--- config.mk ---
export PLATFORM = sky130hd
export DESIGN_NAME = rr_arb_onehot
export DESIGN_NICKNAME = d
export VERILOG_FILES = /design/src/rtl/rr_arb_onehot.sv
export SDC_FILE = /design/constraint.sdc
export NUM_CORES = 1
export LEC_CHECK = 0
export BUFFER_PORTS_ARGS = -buffer_cell sky130_fd_sc_hd__buf_2
export CORE_MARGIN = 4
export CORE_UTILIZATION = 46
export CTS_CLUSTER_SIZE = 20
export DETAILED_ROUTE_END_ITERATION = 10
export RECOVER_POWER = 100
export SYNTH_ARGS = -nofsm -noshare
export SYNTH_HDL_FRONTEND = slang
export SYNTH_SLANG_ARGS = --single-unit
--- constraint.sdc ---
create_clock -name clk -period 6.87 [get_ports clk]
set_clock_uncertainty 0.05 [all_clocks]
set_input_delay 0.3435 -clock clk [delete_from_list [all_inputs] [get_ports clk]]
set_output_delay 0.3435 -clock clk [all_outputs]
set_load 0.005 [all_outputs]
--- src/rtl/rr_arb_onehot.sv ---
// rr_arb_onehot: round-robin arbiter with a registered one-hot grant and a
// val/rdy output handshake. Feeds a one-hot encoder directly, so grant is
// always either all-zero or exactly one-hot.
//
// Parameters:
//   NREQS      number of requesters (2, 4, 8 or 16)
// Ports:
//   clk        clock, rising edge
//   reset      asynchronous active-low reset
//   req        request vector, any number of bits set
//   lock       (RR_ARB_ONEHOT_LOCK_EN only) keep current winner at top
//              priority on accept
//   grant_rdy  downstream accepts the current grant
//   grant_val  registered grant valid
//   grant      registered one-hot grant, zero when grant_val is low
//
// Optional feature: define RR_ARB_ONEHOT_LOCK_EN to add the lock input.

module rr_arb_onehot #(
  parameter int unsigned NREQS = 16
) (
  input  logic             clk,
  input  logic             reset,
  input  logic [NREQS-1:0] req,
`ifdef RR_ARB_ONEHOT_LOCK_EN
  input  logic             lock,
`endif
  input  logic             grant_rdy,
  output logic             grant_val,
  output logic [NREQS-1:0] grant
);

  localparam int unsigned IdxW = $clog2(NREQS);

  localparam logic [0:0] StIdle  = 1'b0;
  localparam logic [0:0] StGrant = 1'b1;

  logic [0:0]       state_q, state_d;
  logic             val_q, val_d;
  logic [NREQS-1:0] grant_q, grant_d;
  logic [NREQS-1:0] ptr_q, ptr_d;
  logic [NREQS-1:0] ptr_next;

  // First set bit of r at or after the one-hot pointer p, wrapping. NREQS is
  // a power of two so the index sum wraps by truncation.
  function automatic logic [NREQS-1:0] arb(input logic [NREQS-1:0] r,
                                           input logic [NREQS-1:0] p);
    logic [IdxW-1:0]  base;
    logic [IdxW-1:0]  idx;
    logic [NREQS-1:0] res;
    logic             found;
    base  = '0;
    res   = '0;
    found = 1'b0;
    for (int i = 0; i < NREQS; i++) begin
      if (p[i]) base = IdxW'(i);
    end
    for (int off = 0; off < NREQS; off++) begin
      idx = base + IdxW'(off);
      if (!found && r[idx]) begin
        res[idx] = 1'b1;
        found    = 1'b1;
      end
    end
    return res;
  endfunction

  always_comb begin
    // Rotating past the winner puts it at lowest priority next time round.
    ptr_next = {grant_q[NREQS-2:0], grant_q[NREQS-1]};
`ifdef RR_ARB_ONEHOT_LOCK_EN
    if (lock) ptr_next = grant_q;
`endif
  end

  always_comb begin
    state_d = state_q;
    val_d   = val_q;
    grant_d = grant_q;
    ptr_d   = ptr_q;
    case (state_q)
      StIdle: begin
        if (|req) begin
          grant_d = arb(req, ptr_q);
          val_d   = 1'b1;
          state_d = StGrant;
        end
      end
      StGrant: begin
        // Stalled: everything holds and req is ignored.
        if (grant_rdy) begin
          ptr_d = ptr_next;
          if (|req) begin
            grant_d = arb(req, ptr_next);
          end else begin
            grant_d = '0;
            val_d   = 1'b0;
            state_d = StIdle;
          end
        end
      end
      default: begin
        state_d = StIdle;
        val_d   = 1'b0;
        grant_d = '0;
      end
    endcase
  end

  always_ff @(posedge clk or negedge reset) begin
    if (!reset) begin
      state_q <= StIdle;
      val_q   <= 1'b0;
      grant_q <= '0;
      ptr_q   <= NREQS'(1);
    end else begin
      state_q <= state_d;
      val_q   <= val_d;
      grant_q <= grant_d;
      ptr_q   <= ptr_d;
    end
  end

  assign grant_val = val_q;
  assign grant     = grant_q;

endmodule

==> key figures <==
Synth
  • Post-synth top cells: nand2_1 (178), nor2_1 (129), clkbuf_1 (98), nand3_1 (83), o21ai_0 (63)
  • Yosys top cell area share: ~8%
  • Mapped Cells: roughly 1500
  • Sequential area share after synthesis: under 10%
  • Post-synth ARST share: 100%
  • Avg Synthesized Cell Area: a little under 7 um2
  • Cell Area, Synth: 10100 um2
  • Top cells by area, synth: dfrtp_1 (8.2%), nand2_1 (6.6%), mux4_2 (5.1%), nor2_1 (4.8%), ha_1 (4.2%)
  • Yosys cell types: between 90 and 100
  • Syn Nets: between 1500 and 2000
  • Cell taking the most area after synthesis: dfrtp_1
  • Post-synth EDFFs: 0
  • Synthesis-stage register bit count: 33
  • Count leader, synth: nand2_1
  • Synth Flop Type: dfrtp_1
  • Synth Warn #: 0

Floorplan
  • Row count: 53
  • Starting Density: 47.4%
  • IO Pins: 36
  • Die Ht: ~160 um
  • Core Region: approximately 21000 um2
  • Die span in x: approximately 160 um
  • Total die area: 24400 um2

Placed design
  • Final HPWL DP: 39.8 mm
  • Routability cong.: 1.06
  • Area post-placement: about 11000 um2
  • PortBufs: 35

Global routing
  • Vias in the first global route: 11959
  • Largest net degree at the start of global routing: 37
  • First-pass GRT wire length: 77.0 mm
  • Global route overflow: 0
  • Overall Global Routing Usage: about two fifths
  • Initial antenna violation count: 2

Detailed routing
  • Initial DRC Count: approximately 2400
  • Pre-Repair DR Iteration Count: 8
  • Avg Vias per Cell: between 7 and 8
  • Drt total wl: between 50 and 60 mm
  • Drt drc: 0
  • Final ANT Viol Nets: 0
  • Vias: 13481
  • Drt wl/cell: 30.3 um

STA
  • Max-slew headroom: -27.2%
  • Sum Neg Setup Slack: 0 ns
  • Slew Limit Fails: 68
  • Setup-failing EPs final: 0
  • Final Hold Viols: 0
  • Worst-margin pin slew: between 1.5 and 2 ns
  • Crit share post-route: just under 100%
  • Post-layout min period: around 6.8 ns
  • RSZ-0062 raised after global routing: no
  • Fmax: approximately 0.15 GHz

Clock tree
  • Clk buf depth: 2
  • Clock Latency Late Sink: between 0.2 and 0.3 ns
  • CTS resizes: 0
  • Total CTS buffers: 5
  • Clock Sinks: 33
  • Post-CTS setup buffers: 0
  • Hold Buf Count CTS: 0
  • Clock slew at the register clock pins of the worst setup and hold paths: roughly 0.060 ns
  • Root Driver: clkbuf_16
  • Htree depth: 2
  • TritonCTS clock tree: done

Worst setup path
  • Critical Path Start Type: flip-flop
  • Critical Path End Type: flip-flop
  • Critical-path maximum fanout: 19
  • Critical Path RT: 7.03 ns
  • Critical path type: reg2reg
  • Data arrival, critical path: 6.97 ns

Layout
  • Final Instance Area: 10600 um2
  • N_diodes: 0
  • Share of post-route cells with drive strength above 1: between 10% and 20%
  • Synth-to-Final Area Change: 5.19%
  • Nets: between 1000 and 1500

Worst hold path
  • HP Class: in2reg

Run status
  • Status: finished, violations left
  • Failing checks: capacitance limit, slew limit

Flow run
  • MaxCap Viol Count: 2
## path summary, 6_finish.rpt
path	cells after the start	startpoint	end	slack, ns
max in group asynchronous	1	reset	ptr_q[4]$_DFFE_PN0P_	5.14
worst min register to register	2	grant_val$_DFFE_PN0P_	grant_val$_DFFE_PN0P_	0.51
min in group asynchronous	1	reset	grant_val$_DFFE_PN0P_	0.52
worst min-delay path	3	grant_rdy	state_q$_DFF_PN0_	0.34
worst max register to register	16	grant[10]$_DFFE_PN0P_	grant[15]$_DFFE_PN0P_	0.06
worst max-delay path	16	grant[10]$_DFFE_PN0P_	grant[15]$_DFFE_PN0P_	0.06
## routing by layer
metal	vias up	global-route usage, %	part of all wire (%)
met4	0	9.46	3.5
met2	1273	56.6	39
met1	6345	59.9	41
met5	-	0	0
met3	203	13.7	16
li1	5660	-	-
## worst max-delay path: stages, from the launching register on
cell	delay, ns
dfrtp_1	0.58
or4_1	0.75
o21ai_2	0.17
clkbuf_4	0.35
inv_1	0.27
ha_1	0.33
xnor2_1	0.80
nand2_1	0.11
o22ai_1	0.37
a311oi_1	0.11
buf_4	0.21
nor4_1	1.14
nand2_1	0.59
o2111ai_1	0.49
a2111oi_0	0.12
o221a_2	0.15
o22ai_1	0.13
## cells by family (layout without fill, tap and decap cells)
kind of cell | after synthesis | after routing | synth area share, %
AO/OA/AOI/OAI | 466 | 466 | 34.9
XOR/XNOR | 14 | 14 | 1.22
adder cells (fa/ha/maj) | 34 | 34 | 4.22
buffers and inverters | 165 | 137 | 6.63
flip-flops | 33 | 33 | 8.18
multiplexers | 83 | 83 | 12.0
AND/OR/NAND/NOR | 659 | 659 | 32.8
## state kept, by name, indices dropped and copies added (netlist names)
signal and flops:
grant 16, ptr_q 15, grant_val 1, state_q 1
## layout make-up
type	count	area [um2]
Tap cell	275	344
Clock inverter	3	17.5
Multi-Input combinational cell	1256	8610
Sequential cell	33	826
Clock buffer	5	125
Inverter	45	171
Timing Repair Buffer	84	519
Fill cell	2177	10700
## layout by cell type (no fill, tap or decap), drive strengths merged, types with 21 or more instances in the layout
cell type  synthesis  layout
a211oi            46      46
nor2             129     129
and3              38      38
nor4              31      31
nand3             83      83
dfrtp             33      33
ha                34      34
inv               44      44
mux4              27      27
o21ai             67      67
mux2i             36      36
nand4             34      34
nand2            178     178
nand2b            29      29
buf               21      68
clkbuf            99      21
o22ai             25      25
nor3              56      56
a21oi             50      50
o211ai            32      32
## metrics by stage
stage / worst slack (ns) / utilization (%) / std cells / hold WS [ns]
after global placement: 0.467 / 49.3 / 1693 / 0.393
final: 0.0635 / 49.9 / 1701 / 0.337
after detailed placement: 0.325 / 49.3 / 1693 / 0.414
after CTS: 0.333 / 50.0 / 1701 / 0.106
after global routing: 0.0445 / 49.9 / 1701 / 0.360
after floorplan: 1.12 / - / 1454 / -0.00209
Power is left out: the tool's default activity adds up to more than one toggle a clock period on the data nets, which glitch-free logic cannot reach.
